===== src/rtl/des_sbox_sequencer.sv =====
// Iterative DES S-layer controller: feeds the eight 6-bit chunks of one round
// through a single shared S-box lookup port and assembles the 32-bit result.
module des_sbox_sequencer #(
    parameter int unsigned LOOKUP_LAT = 0   // 0: combinational lookup, 1: registered lookup
) (
    input  logic        clk,
    input  logic        rst,
    input  logic        in_valid,
    output logic        in_ready,
    input  logic [47:0] in_data,
    output logic [2:0]  lk_sel,
    output logic [5:0]  lk_in,
    input  logic [3:0]  lk_out,
    output logic        out_valid,
    input  logic        out_ready,
    output logic [31:0] out_data,
    output logic        busy
);

    localparam int unsigned DATA_W   = 48;
    localparam int unsigned CHUNK_W  = 6;
    localparam int unsigned NIB_W    = 4;
    localparam int unsigned OUT_W    = 32;
    localparam int unsigned SEL_W    = 3;
    localparam int unsigned NUM_SBOX = 8;
    localparam logic [SEL_W-1:0] LAST_IDX = SEL_W'(NUM_SBOX - 1);

    typedef enum logic [1:0] {
        S_IDLE,
        S_RUN,
        S_DONE
    } state_t;

    state_t              r_state;
    logic [DATA_W-1:0]   r_data;        // chunks not yet issued, next one in the MSBs
    logic [SEL_W-1:0]    r_idx;
    logic                r_issue_done;  // terminal flag so the index never wraps
    logic                r_in_ready;
    logic                r_out_valid;
    logic [OUT_W-1:0]    r_out_data;
    logic [SEL_W-1:0]    r_lk_sel;
    logic [CHUNK_W-1:0]  r_lk_in;
    logic                r_busy;

    logic                w_cap_en;
    logic [SEL_W-1:0]    w_cap_idx;

    assign in_ready  = r_in_ready;
    assign out_valid = r_out_valid;
    assign out_data  = r_out_data;
    assign lk_sel    = r_lk_sel;
    assign lk_in     = r_lk_in;
    assign busy      = r_busy;

    // Capture point: same cycle as issue, or one cycle behind for a registered lookup.
    generate
        if (LOOKUP_LAT == 0) begin : g_lat0
            assign w_cap_en  = (r_state == S_RUN) && !r_issue_done;
            assign w_cap_idx = r_idx;
        end else begin : g_lat1
            logic             r_cap_pend;
            logic [SEL_W-1:0] r_cap_idx;

            always_ff @(posedge clk or posedge rst) begin
                if (rst) begin
                    r_cap_pend <= 1'b0;
                    r_cap_idx  <= '0;
                end else begin
                    r_cap_pend <= (r_state == S_RUN) && !r_issue_done;
                    r_cap_idx  <= r_idx;
                end
            end

            assign w_cap_en  = (r_state == S_RUN) && r_cap_pend;
            assign w_cap_idx = r_cap_idx;
        end
    endgenerate

    always_ff @(posedge clk or posedge rst) begin
        if (rst) begin
            r_state      <= S_IDLE;
            r_data       <= '0;
            r_idx        <= '0;
            r_issue_done <= 1'b0;
            r_in_ready   <= 1'b1;
            r_out_valid  <= 1'b0;
            r_out_data   <= '0;
            r_lk_sel     <= '0;
            r_lk_in      <= '0;
            r_busy       <= 1'b0;
        end else begin
            case (r_state)
                S_IDLE: begin
                    if (in_valid && r_in_ready) begin
                        r_lk_in      <= in_data[DATA_W-1 -: CHUNK_W];
                        r_data       <= {in_data[DATA_W-CHUNK_W-1:0], {CHUNK_W{1'b0}}};
                        r_lk_sel     <= '0;
                        r_idx        <= '0;
                        r_issue_done <= 1'b0;
                        r_out_data   <= '0;
                        r_in_ready   <= 1'b0;
                        r_busy       <= 1'b1;
                        r_state      <= S_RUN;
                    end
                end

                S_RUN: begin
                    if (!r_issue_done) begin
                        if (r_idx == LAST_IDX) begin
                            r_issue_done <= 1'b1;
                        end else begin
                            r_idx    <= r_idx + SEL_W'(1);
                            r_lk_sel <= r_idx + SEL_W'(1);
                            r_lk_in  <= r_data[DATA_W-1 -: CHUNK_W];
                            r_data   <= {r_data[DATA_W-CHUNK_W-1:0], {CHUNK_W{1'b0}}};
                        end
                    end
                    if (w_cap_en) begin
                        for (int k = 0; k < NUM_SBOX; k++) begin
                            if (w_cap_idx == SEL_W'(k)) begin
                                r_out_data[OUT_W-1-NIB_W*k -: NIB_W] <= lk_out;
                            end
                        end
                        if (w_cap_idx == LAST_IDX) begin
                            r_out_valid <= 1'b1;
                            r_state     <= S_DONE;
                        end
                    end
                end

                S_DONE: begin
                    if (out_ready) begin
                        r_out_valid <= 1'b0;
                        r_in_ready  <= 1'b1;
                        r_busy      <= 1'b0;
                        r_state     <= S_IDLE;
                    end
                end

                default: begin
                    r_state <= S_IDLE;
                end
            endcase
        end
    end

endmodule


===== config.mk =====
export PLATFORM = sky130hd
export DESIGN_NAME = des_sbox_sequencer
export DESIGN_NICKNAME = d
export VERILOG_FILES = /design/src/rtl/des_sbox_sequencer.sv
export SDC_FILE = /design/constraint.sdc
export NUM_CORES = 1
export LEC_CHECK = 0
export BUFFER_PORTS_ARGS = -buffer_cell sky130_fd_sc_hd__buf_2
export CORE_MARGIN = 2
export CORE_UTILIZATION = 53
export DETAILED_ROUTE_END_ITERATION = 6
export GPL_TIMING_DRIVEN = 0
export PLACE_DENSITY = 0.78
export SYNTH_ARGS = -nofsm -noshare
export SYNTH_HDL_FRONTEND = slang
export SYNTH_SLANG_ARGS = --single-unit

===== constraint.sdc =====
create_clock -name clk -period 2.9 [get_ports clk]
set_input_delay 0.145 -clock clk [delete_from_list [all_inputs] [get_ports clk]]
set_output_delay 0.145 -clock clk [all_outputs]
set_load 0.005 [all_outputs]

======== Yosys cells after proc, flatten, opt, wreduce, memory -nomap -nowiden ========
Index checks and enable logic that the tools add are counted.
storage, ports and cells
  output and inout bits ................... 44
  register bits after elaboration ......... 95
cells by class
  reductions and logical operators ........ 21
  add/subtract/negate cells ............... 1
  multiplexer cells ....................... 40
  eq/ne operators ......................... 22
operators with widths
  cell                 number
  $mux 48              3
  $pmux 48 s2          1
  $mux 32              2
  $pmux 32 s2          1
  $reduce_and 4->1     11
  $mux 4               8
  $mux 6               3
  $ne 2x1->1 const B   8
  $eq 3x3->1 const B   4
  $pmux 6 s2           1
  $ne 2x2->1 const B   5
  $mux 3               3
  $mux 1               8
  $mux 2               4
  $pmux 1 s2           4
  $eq 3x2->1 const B   2
  $pmux 2 s3           1
  $pmux 3 s2           1
  $reduce_bool 2->1    3
  $add 3x1->3 const B  1
  $eq 3x1->1 const B   1
  $logic_not 3->1      1
  $reduce_and 3->1     1
  $eq 2x1->1 const B   1
  other kinds (5)      6

======== Logic depth before layout (Yosys ltp) ========
Gate-level depths: netlist of run 1.
  depth in word-level cells ............... 4
  mapped depth ............................ 7

======== Least setup slack after synthesis of run 1 ========
OpenSTA, ideal clock, no wires.
  path kind ............................... reg2reg
  start ................................... reg lk_sel[0] (netlist name)
  end ..................................... reg r_lk_sel[2] (netlist: lk_sel[2])
  period minus slack after synthesis ...... 1.974 ns
  cell stages (with the launch flop) ...... 7
  setup time .............................. 0.127 ns
  data arrival time ....................... 1.846 ns
  path slack .............................. 0.926 ns
  buffers on the path ..................... 1
  cells stage by stage .................... dfrtp_1 > ha_1 > ha_1 > nor4b_4 > or2_1 > buf_2 > mux2_1
RTL lines
  element               line  text
  end signal, assigned  113   r_lk_sel <= r_idx + SEL_W'(1);
  end, declared         41    logic [SEL_W-1:0] r_lk_sel;

==> results of run 1 <==
==> cells by family after synthesis <==
kind of cell | Yosys count
flops | 89
fa+ha+maj | 7
buf+inv | 61
compound gates | 103
simple gates | 158
mux | 5
==> registers in the layout (all words and copies together) (netlist names), 2 cells and up <==
register / cells
out_data: 32
lk_sel: 3
lk_in: 6
r_state: 2
r_data: 42
==> metal layers <==
layer | wire length, µm | global-route usage, % | up-vias
met5 | 0 | 0 | -
met4 | 156 | 7.702 | 0
met3 | 650 | 3.320 | 14
met2 | 4684 | 37.68 | 135
met1 | 4627 | 37.27 | 1720
li1 | - | - | 1706
==> power breakdown <==
group          switching (mW)  leakage (nW)  total [mW]  internal, mW
combinational          0.0404          1.26      0.0728        0.0324
sequential                  0          1.10        1.24          1.24
clock                   0.465         0.100       0.871         0.406
==> layout make-up <==
type,instances,area [µm²]
repair buffers,101,533.0
clock inverters,7,77.57
flip-flops and latches,89,2228
multi-input cells,273,1562
plain buffers,30,146.4
inverters,31,118.9
clock buffers,9,123.9
well taps,99,123.9
fillers,579,2417
==> how the worst min path moves through the flow <==
stage	end
final	r_data[38]
after global routing	r_data[38]
after CTS	r_data[38]
after detailed placement	out_data[7]
after global placement	r_data[9]
after floorplan	out_data[16]
==> tightest hold or removal path, stage by stage <==
cell	delay [ns]
sky130_fd_sc_hd__buf_2	0.09
sky130_fd_sc_hd__nand2_1	0.04
sky130_fd_sc_hd__a31oi_1	0.07
==> metrics by stage <==
stage               cells  hold WS (ns)  utilization, %
global route          639       0.04737           67.03
finish                639       0.03577           67.03
global placement      621        0.4012           63.73
detailed placement    622        0.1931           64.14
floorplan             423        0.2788               -
CTS                   639       0.03919           67.03
==> placed cells by master, fill, tap and decap left out, types with 6 or more instances in the layout <==
master / instances
sky130_fd_sc_hd__nor3_1: 42
sky130_fd_sc_hd__nand2_1: 99
sky130_fd_sc_hd__a31oi_1: 42
sky130_fd_sc_hd__inv_1: 29
sky130_fd_sc_hd__o21ai_1: 8
sky130_fd_sc_hd__o21ai_0: 6
sky130_fd_sc_hd__clkbuf_8: 9
sky130_fd_sc_hd__o211ai_1: 6
sky130_fd_sc_hd__o22ai_1: 12
sky130_fd_sc_hd__buf_2: 111
sky130_fd_sc_hd__ha_1: 7
sky130_fd_sc_hd__dfrtp_1: 88
sky130_fd_sc_hd__o2bb2ai_1: 15
sky130_fd_sc_hd__clkbuf_1: 12
==> timing repair <==
item	CTS	global route
resized for setup	0	0
hold endpoints to repair	33	0
hold buffers	1	0
==> report_table.html, run 1 <==
<table>
<tr><th>Metric</th><th>Value</th></tr>
<tr><th colspan="2">Status</th></tr>
<tr><td>Run status</td><td>finished, final reports clean</td></tr>
<tr><th colspan="2">Synth</th></tr>
<tr><td>Proportion of register bits with asynchronous set or reset after synthesis</td><td>100.0%</td></tr>
<tr><td>Main flop type after synthesis</td><td>sky130_fd_sc_hd__dfrtp_1</td></tr>
<tr><td>Commonest cells in the synthesized netlist</td><td>sky130_fd_sc_hd__nand2_1 (99), sky130_fd_sc_hd__dfrtp_1 (88), sky130_fd_sc_hd__a31oi_1 (42), sky130_fd_sc_hd__nor3_1 (42), sky130_fd_sc_hd__inv_1 (30)</td></tr>
<tr><td>Dominant cells by area after synthesis</td><td>sky130_fd_sc_hd__dfrtp_1 (54%), sky130_fd_sc_hd__nand2_1 (9.2%), sky130_fd_sc_hd__a31oi_1 (6.5%)</td></tr>
<tr><td>Biggest area consumer among synthesized cells</td><td>sky130_fd_sc_hd__dfrtp_1</td></tr>
<tr><td>Seq cells post-synth</td><td>89</td></tr>
<tr><td>Post-synthesis simple-gate area fraction</td><td>17.88%</td></tr>
<tr><td>Post-synthesis net count</td><td>486</td></tr>
<tr><td>Post-synthesis cell area</td><td>4053 µm²</td></tr>
<tr><td>Main combinational cell family by area after synthesis</td><td>simple AND/OR/NAND/NOR gates</td></tr>
<tr><td>Number of distinct library cells after synthesis</td><td>35</td></tr>
<tr><td>Most frequently used cell type in the post-synthesis netlist</td><td>sky130_fd_sc_hd__nand2_1</td></tr>
<tr><td>Fraction of synthesized cell area taken by the top area cell type</td><td>54.34%</td></tr>
<tr><td>Sequential share of the synthesized area</td><td>54.99%</td></tr>
<tr><td>Adder-cell area share of the yosys netlist</td><td>2.161%</td></tr>
<tr><td>Mapped Cells</td><td>423</td></tr>
<tr><td>Avg Inst Size Synth</td><td>9.581 µm²</td></tr>
<tr><td>Mux cell area share after synthesis</td><td>1.266%</td></tr>
<tr><td>Parity-gate share of the synthesized area counting xor and xnor cells</td><td>0%</td></tr>
<tr><td>Synth Warn #</td><td>0</td></tr>
<tr><td>Complex-gate fraction of the synthesized area</td><td>17.23%</td></tr>
<tr><td>Number of synthesized flops with an enable pin</td><td>0</td></tr>
<tr><th colspan="2">Floorplan</th></tr>
<tr><td>Std-Cell Core Area</td><td>7331 µm²</td></tr>
<tr><td>Die width</td><td>91.45 µm</td></tr>
<tr><td>Io pins</td><td>100</td></tr>
<tr><td>Initial cell density of the core</td><td>55.28%</td></tr>
<tr><td>Area enclosed by the die boundary</td><td>8362 µm²</td></tr>
<tr><td>Vertical die dimension</td><td>91.45 µm</td></tr>
<tr><td>Number of placement rows</td><td>31</td></tr>
<tr><th colspan="2">Clock network</th></tr>
<tr><td>Sink count of the clock tree</td><td>89</td></tr>
<tr><td>Clock insertion delay at the later pin of the skew report</td><td>0.35 ns</td></tr>
<tr><td>CTS H-tree depth</td><td>3</td></tr>
<tr><td>Clock tree from TritonCTS</td><td>built</td></tr>
<tr><td>Clock Root Buffer</td><td>sky130_fd_sc_hd__clkbuf_8</td></tr>
<tr><td>Clock Pin Slew Worst Setup and Hold Paths</td><td>0.09 ns</td></tr>
<tr><td>Post-CTS setup repair buffer count</td><td>0</td></tr>
<tr><td>Clock tree buffer depth</td><td>2</td></tr>
<tr><td>CTS buffer count</td><td>9</td></tr>
<tr><th colspan="2">Setup path</th></tr>
<tr><td>Arrival @ worst endpoint</td><td>2.49 ns</td></tr>
<tr><td>Kind of start point of the critical path</td><td>flop</td></tr>
<tr><td>Longest individual stage delay on the worst path</td><td>0.54 ns</td></tr>
<tr><td>Ordered list of cells on the worst path</td><td>ha_1, ha_1, nor4b_4, or2_1, buf_2, buf_4, a31oi_1</td></tr>
<tr><td>End of the worst register-to-register path</td><td>r_data[46]</td></tr>
<tr><td>Data required, critical path</td><td>3.13 ns</td></tr>
<tr><td>Worst Reg-to-Reg Cells</td><td>7</td></tr>
<tr><td>Register-to-register path setup slack</td><td>0.64 ns</td></tr>
<tr><td>Buf+Inv Stages, Crit Path</td><td>2</td></tr>
<tr><td>CP max stage cell</td><td>sky130_fd_sc_hd__nor4b_4</td></tr>
<tr><td>Number of logic stages on the critical path including buffering</td><td>7</td></tr>
<tr><td>Family of cells with the greatest summed delay on the critical path</td><td>simple AND/OR/NAND/NOR gates</td></tr>
<tr><td>Most common cell on crit path</td><td>sky130_fd_sc_hd__ha_1</td></tr>
<tr><td>Crit path capture type</td><td>flop</td></tr>
<tr><td>Worst setup path startpoint</td><td>lk_sel[0]</td></tr>
<tr><td>Beginning of the worst register-to-register path</td><td>lk_sel[0]</td></tr>
<tr><td>Critical setup path kind</td><td>flop to flop</td></tr>
<tr><td>Maximum fanout encountered on the critical timing path</td><td>10</td></tr>
<tr><td>Critical path capture point</td><td>r_data[46]</td></tr>
<tr><th colspan="2">Place</th></tr>
<tr><td>Post-placement worst setup slack</td><td>0.6736 ns</td></tr>
<tr><td>Estimated wirelength of the detail-placed design</td><td>7.393 mm</td></tr>
<tr><td>Final RePlAce weighted congestion</td><td>0.8421</td></tr>
<tr><td>Port bufs</td><td>99</td></tr>
<tr><td>Placed instance area</td><td>4702 µm²</td></tr>
<tr><th colspan="2">Layout</th></tr>
<tr><td>Diode insertion count for antenna repair</td><td>0</td></tr>
<tr><td>Relative area change from synthesis to final layout</td><td>21.24%</td></tr>
<tr><td>Final nets</td><td>598</td></tr>
<tr><td>Post-layout instance area</td><td>4913 µm²</td></tr>
<tr><td>Layout cells sized above 1</td><td>25.93%</td></tr>
<tr><th colspan="2">Routing</th></tr>
<tr><td>Per-cell via count in the routed design</td><td>5.595</td></tr>
<tr><td>Via count</td><td>3575</td></tr>
<tr><td>Antenna Violating Nets Remaining</td><td>0</td></tr>
<tr><td>Iteration-0 DRC Markers</td><td>303</td></tr>
<tr><td>DRT Pass-1 Iters</td><td>7</td></tr>
<tr><td>Total detailed-routing wirelength</td><td>10.12 mm</td></tr>
<tr><td>DRC errors left</td><td>0</td></tr>
<tr><td>WL/cell</td><td>15.84 µm</td></tr>
<tr><th colspan="2">GRT</th></tr>
<tr><td>Wire length of the first global-routing pass</td><td>16.57 mm</td></tr>
<tr><td>Remaining global-route overflow</td><td>0</td></tr>
<tr><td>Gr usage total</td><td>24.86%</td></tr>
<tr><td>Via count of the first global-routing pass</td><td>3400</td></tr>
<tr><td>Initial antenna violation count</td><td>0</td></tr>
<tr><td>Pin count of the biggest net entering global routing</td><td>57</td></tr>
<tr><th colspan="2">Power and ir drop</th></tr>
<tr><td>Leakage component of the power</td><td>2.462 nW</td></tr>
<tr><td>Worst VDD drop</td><td>0.2822 mV</td></tr>
<tr><td>Cell Pwr Density</td><td>444.4 nW/µm²</td></tr>
<tr><td>Total Power</td><td>2.183 mW</td></tr>
<tr><th colspan="2">STA</th></tr>
<tr><td>Sum Neg Setup Slack</td><td>0 ns</td></tr>
<tr><td>Actual slew at the worst max-slew pin</td><td>0.5363 ns</td></tr>
<tr><td>Final count of negative-setup-slack endpoints</td><td>0</td></tr>
<tr><td>Slew Limit Headroom</td><td>64.09%</td></tr>
<tr><td>Maximum clock frequency</td><td>442.8 MHz</td></tr>
<tr><td>Final critical-path required period</td><td>2.258 ns</td></tr>
<tr><td>Final worst path period share</td><td>77.87%</td></tr>
<tr><td>Unrepaired setup endpoints after global routing</td><td>no</td></tr>
<tr><td>Count of endpoints failing hold in the final timing report</td><td>0</td></tr>
<tr><td>Number of max-slew violations in the final report</td><td>0</td></tr>
<tr><td>Final WS setup</td><td>0.6418 ns</td></tr>
<tr><td>Worst clock skew</td><td>0.007627 ns</td></tr>
<tr><th colspan="2">Worst hold path</th></tr>
<tr><td>Min-Delay Startpoint</td><td>in_data[32]</td></tr>
<tr><td>Instance count along the most critical hold path</td><td>3</td></tr>
<tr><td>Class of the tightest hold or removal check</td><td>input pin to flop</td></tr>
<tr><th colspan="2">Run</th></tr>
<tr><td>Max-Cap Viols</td><td>0</td></tr>
</table>
Note: power is estimated with default switching activity, not from simulation.
==> run 2: changes to the inputs <==
--- a/config.mk
+++ b/config.mk
@@ -7,10 +7,10 @@
 export LEC_CHECK = 0
 export BUFFER_PORTS_ARGS = -buffer_cell sky130_fd_sc_hd__buf_2
 export CORE_MARGIN = 2
-export CORE_UTILIZATION = 53
+export CORE_UTILIZATION = 48
 export DETAILED_ROUTE_END_ITERATION = 6
 export GPL_TIMING_DRIVEN = 0
-export PLACE_DENSITY = 0.78
+export PLACE_DENSITY = 0.75
 export SYNTH_ARGS = -nofsm -noshare
 export SYNTH_HDL_FRONTEND = slang
 export SYNTH_SLANG_ARGS = --single-unit
==> constraint.sdc (replaced) <==
create_clock -name clk -period 2.05 [get_ports clk]
set_input_delay 0.1025 -clock clk [delete_from_list [all_inputs] [get_ports clk]]
set_output_delay 0.1025 -clock clk [all_outputs]
set_load 0.005 [all_outputs]
==> run 2 against run 1 <==
Effect of this change:
- wire length increased by 8.7%
- count of clock-buffer cells in the layout stayed put
- sequential share of layout area down 4.4 points
- combinational power increased by 140%
- register-to-register slack worse by 0.54 ns
- sequential cell count stayed put
- global-route usage rose by 0.24 points
- largest power group unchanged
- clock power increased by 47%
==> report_table.html, run 2 (synthesis results as in run 1) <==
<table>
<tr><th>Metric</th><th>Value</th></tr>
<tr><th colspan="2">Layout</th></tr>
<tr><td>Diode insertion count for antenna repair</td><td>0</td></tr>
<tr><td>Multi-input logic area</td><td>1567 µm²</td></tr>
<tr><td>Most common cell after layout, fill and taps aside</td><td>sky130_fd_sc_hd__buf_2</td></tr>
<tr><td>Most used cells in the layout excluding fill and tap cells</td><td>sky130_fd_sc_hd__buf_2 (109), sky130_fd_sc_hd__nand2_1 (99), sky130_fd_sc_hd__dfrtp_1 (88)</td></tr>
<tr><td>Layout cells sized above 1</td><td>25.47%</td></tr>
<tr><td>Fill cells</td><td>650</td></tr>
<tr><td>Relative area change from synthesis to final layout</td><td>34.24%</td></tr>
<tr><td>Final nets</td><td>647</td></tr>
<tr><td>Register ranked first by flip-flop count</td><td>r_data</td></tr>
<tr><td>Area taken by flip-flops and latches</td><td>2228 µm²</td></tr>
<tr><td>Max FFs per register</td><td>42</td></tr>
<tr><th colspan="2">Setup path</th></tr>
<tr><td>Longest individual stage delay on the worst path</td><td>0.42 ns</td></tr>
<tr><td>Ordered list of cells on the worst path</td><td>ha_2, ha_2, nor4b_4, buf_4, or2_1, buf_6, mux2_1</td></tr>
<tr><td>Worst Reg-to-Reg Cells</td><td>7</td></tr>
<tr><td>Data required, critical path</td><td>2.31 ns</td></tr>
<tr><td>Kind of start point of the critical path</td><td>flop</td></tr>
<tr><td>Most common cell on crit path</td><td>sky130_fd_sc_hd__ha_2</td></tr>
<tr><td>Critical setup path kind</td><td>flop to flop</td></tr>
<tr><td>Number of logic stages on the critical path including buffering</td><td>7</td></tr>
<tr><td>Family of cells with the greatest summed delay on the critical path</td><td>adder cells</td></tr>
<tr><td>Maximum fanout encountered on the critical timing path</td><td>6</td></tr>
<tr><td>Crit path capture type</td><td>flop</td></tr>
<tr><td>Buf+Inv Stages, Crit Path</td><td>2</td></tr>
<tr><td>Arrival @ worst endpoint</td><td>2.21 ns</td></tr>
<tr><td>CP max stage cell</td><td>sky130_fd_sc_hd__dfrtp_1</td></tr>
<tr><th colspan="2">Clock network</th></tr>
<tr><td>CTS buffer count</td><td>9</td></tr>
<tr><td>Clock tree buffer depth</td><td>2</td></tr>
<tr><td>Clock Pin Slew Worst Setup and Hold Paths</td><td>0.10 ns</td></tr>
<tr><td>Clock Root Buffer</td><td>sky130_fd_sc_hd__clkbuf_8</td></tr>
<tr><td>CTS H-tree depth</td><td>3</td></tr>
<tr><td>Clock tree from TritonCTS</td><td>built</td></tr>
<tr><td>Sink count of the clock tree</td><td>89</td></tr>
<tr><td>Clock insertion delay at the later pin of the skew report</td><td>0.37 ns</td></tr>
<tr><th colspan="2">Place</th></tr>
<tr><td>Estimated wirelength of the detail-placed design</td><td>7.449 mm</td></tr>
<tr><td>Port bufs</td><td>99</td></tr>
<tr><td>Final RePlAce weighted congestion</td><td>0.8440</td></tr>
<tr><td>Post-placement worst setup slack</td><td>-0.2249 ns</td></tr>
<tr><th colspan="2">Routing</th></tr>
<tr><td>WL/cell</td><td>15.85 µm</td></tr>
<tr><td>DRT Pass-1 Iters</td><td>5</td></tr>
<tr><td>Via count</td><td>3811</td></tr>
<tr><td>Iteration-0 DRC Markers</td><td>270</td></tr>
<tr><td>DRC errors left</td><td>0</td></tr>
<tr><td>Antenna Violating Nets Remaining</td><td>0</td></tr>
<tr><td>Per-cell via count in the routed design</td><td>5.491</td></tr>
<tr><td>Total detailed-routing wirelength</td><td>11.00 mm</td></tr>
<tr><th colspan="2">STA</th></tr>
<tr><td>Final critical-path required period</td><td>1.948 ns</td></tr>
<tr><td>Worst clock skew</td><td>0.01353 ns</td></tr>
<tr><td>Final WS setup</td><td>0.1016 ns</td></tr>
<tr><td>Final count of negative-setup-slack endpoints</td><td>0</td></tr>
<tr><td>Actual slew at the worst max-slew pin</td><td>0.4727 ns</td></tr>
<tr><td>Unrepaired setup endpoints after global routing</td><td>no</td></tr>
<tr><td>Final worst path period share</td><td>95.05%</td></tr>
<tr><td>Final-layout worst hold slack</td><td>0.009097 ns</td></tr>
<tr><td>Slew Limit Headroom</td><td>68.49%</td></tr>
<tr><td>Maximum clock frequency</td><td>513.2 MHz</td></tr>
<tr><td>Count of endpoints failing hold in the final timing report</td><td>0</td></tr>
<tr><td>Number of max-slew violations in the final report</td><td>0</td></tr>
<tr><td>Sum Neg Setup Slack</td><td>0 ns</td></tr>
<tr><th colspan="2">Power and ir drop</th></tr>
<tr><td>Leakage component of the power</td><td>2.679 nW</td></tr>
<tr><td>Cell Pwr Density</td><td>590.2 nW/µm²</td></tr>
<tr><td>Total Power</td><td>3.211 mW</td></tr>
<tr><td>Worst VDD drop</td><td>0.3707 mV</td></tr>
<tr><th colspan="2">Run</th></tr>
<tr><td>Max-Cap Viols</td><td>0</td></tr>
<tr><th colspan="2">GRT</th></tr>
<tr><td>Remaining global-route overflow</td><td>0</td></tr>
<tr><td>Via count of the first global-routing pass</td><td>3690</td></tr>
<tr><td>Pin count of the biggest net entering global routing</td><td>45</td></tr>
<tr><td>Initial antenna violation count</td><td>0</td></tr>
<tr><td>Layer carrying the most global-route usage</td><td>met2</td></tr>
<tr><td>Gr usage total</td><td>25.10%</td></tr>
<tr><td>Wire length of the first global-routing pass</td><td>17.69 mm</td></tr>
<tr><td>Global-route met1 utilization</td><td>35.21%</td></tr>
<tr><td>Met2 track utilization from global routing</td><td>39.74%</td></tr>
<tr><td>Fraction of met3 tracks used by global routing</td><td>3.524%</td></tr>
<tr><th colspan="2">Floorplan</th></tr>
<tr><td>Die width</td><td>95.89 µm</td></tr>
<tr><td>Io pins</td><td>100</td></tr>
<tr><td>Std-Cell Core Area</td><td>8217 µm²</td></tr>
<tr><td>Initial cell density of the core</td><td>49.32%</td></tr>
<tr><td>Area enclosed by the die boundary</td><td>9194 µm²</td></tr>
<tr><td>Vertical die dimension</td><td>95.89 µm</td></tr>
<tr><td>Number of placement rows</td><td>33</td></tr>
<tr><th colspan="2">Worst hold path</th></tr>
<tr><td>Instance count along the most critical hold path</td><td>3</td></tr>
<tr><td>Class of the tightest hold or removal check</td><td>input pin to flop</td></tr>
<tr><th colspan="2">Status</th></tr>
<tr><td>Run status</td><td>finished, final reports clean</td></tr>
</table>
## run 2: cell types whose count changed in the layout (fill, tap and decap cells not counted), sizes merged
cell,delta
buf,+6
dlygate4sd3,+43
inv,+2
clkinvlp,+1
clkinv,-3
## run 2: power by group
group | switching, mW | internal, mW | total, mW
sequential | 0 | 1.75 | 1.75
clock | 0.694 | 0.589 | 1.28
combinational | 0.0723 | 0.102 | 0.174
total | 0.766 | 2.45 | 3.21
## run 2: timing repair
item / CTS / global route
endpoints found under the setup margin: 51 / 51
hold endpoints to repair: 131 / 0
buffers inserted: 3 / 3
gates resized for setup: 3 / 9
pin swaps: 1 / 0
hold buffers: 44 / 0
## run 2: stage by stage
| step | cell area [µm²] | utilization, % | std cells |
|---|---|---|---|
| 2_1_floorplan | 4056 | - | 423 |
| 3_3_place_gp | 4683 | 57.00 | 627 |
| 3_5_place_dp | 4723 | 57.48 | 629 |
| 4_1_cts | 5400 | 65.72 | 692 |
| 5_1_grt | 5440 | 66.21 | 694 |
| 6_report | 5440 | 66.21 | 694 |
## run 2: final cells by class
cell class                      count  share of cell area (%)
Multi-Input combinational cell    273                   28.79
Timing Repair Buffer              151                   18.77
Clock buffer                        9                   2.277
Buffer                             29                   3.036
Inverter                           31                   2.208
Sequential cell                    89                   40.96
Tap cell                          105                   2.415
Clock inverter                      7                   1.541
## run 2: worst paths after layout
check | slack, ns | from | endpoint
max | 0.10 | lk_sel[0] | lk_sel[2]
min | 0.009 | lk_out[3] | out_data[19]
min reg2reg | 0.49 | out_data[10] | out_data[10]
max in group asynchronous | 1.34 | rst | in_ready
min in group asynchronous | 0.20 | rst | r_data[8]
max reg2reg | 0.10 | lk_sel[0] | lk_sel[2]
## run 2: worst reg2reg max path: cells and delay by family (launching register included)
| kind | cells | cell delay (ns) |
|---|---|---|
| flip-flops | 1 | 0.42 |
| buffers and inverters | 2 | 0.30 |
| adder cells (fa/ha/maj) | 2 | 0.43 |
| AND/OR/NAND/NOR | 2 | 0.37 |
| multiplexers | 1 | 0.32 |
## run 2: metal layers
layer / vias up / part of all wire, %
li1: 1799 / -
met1: 1857 / 45
met2: 136 / 47
met5: - / 0
met3: 19 / 5.6
met4: 0 / 2.0
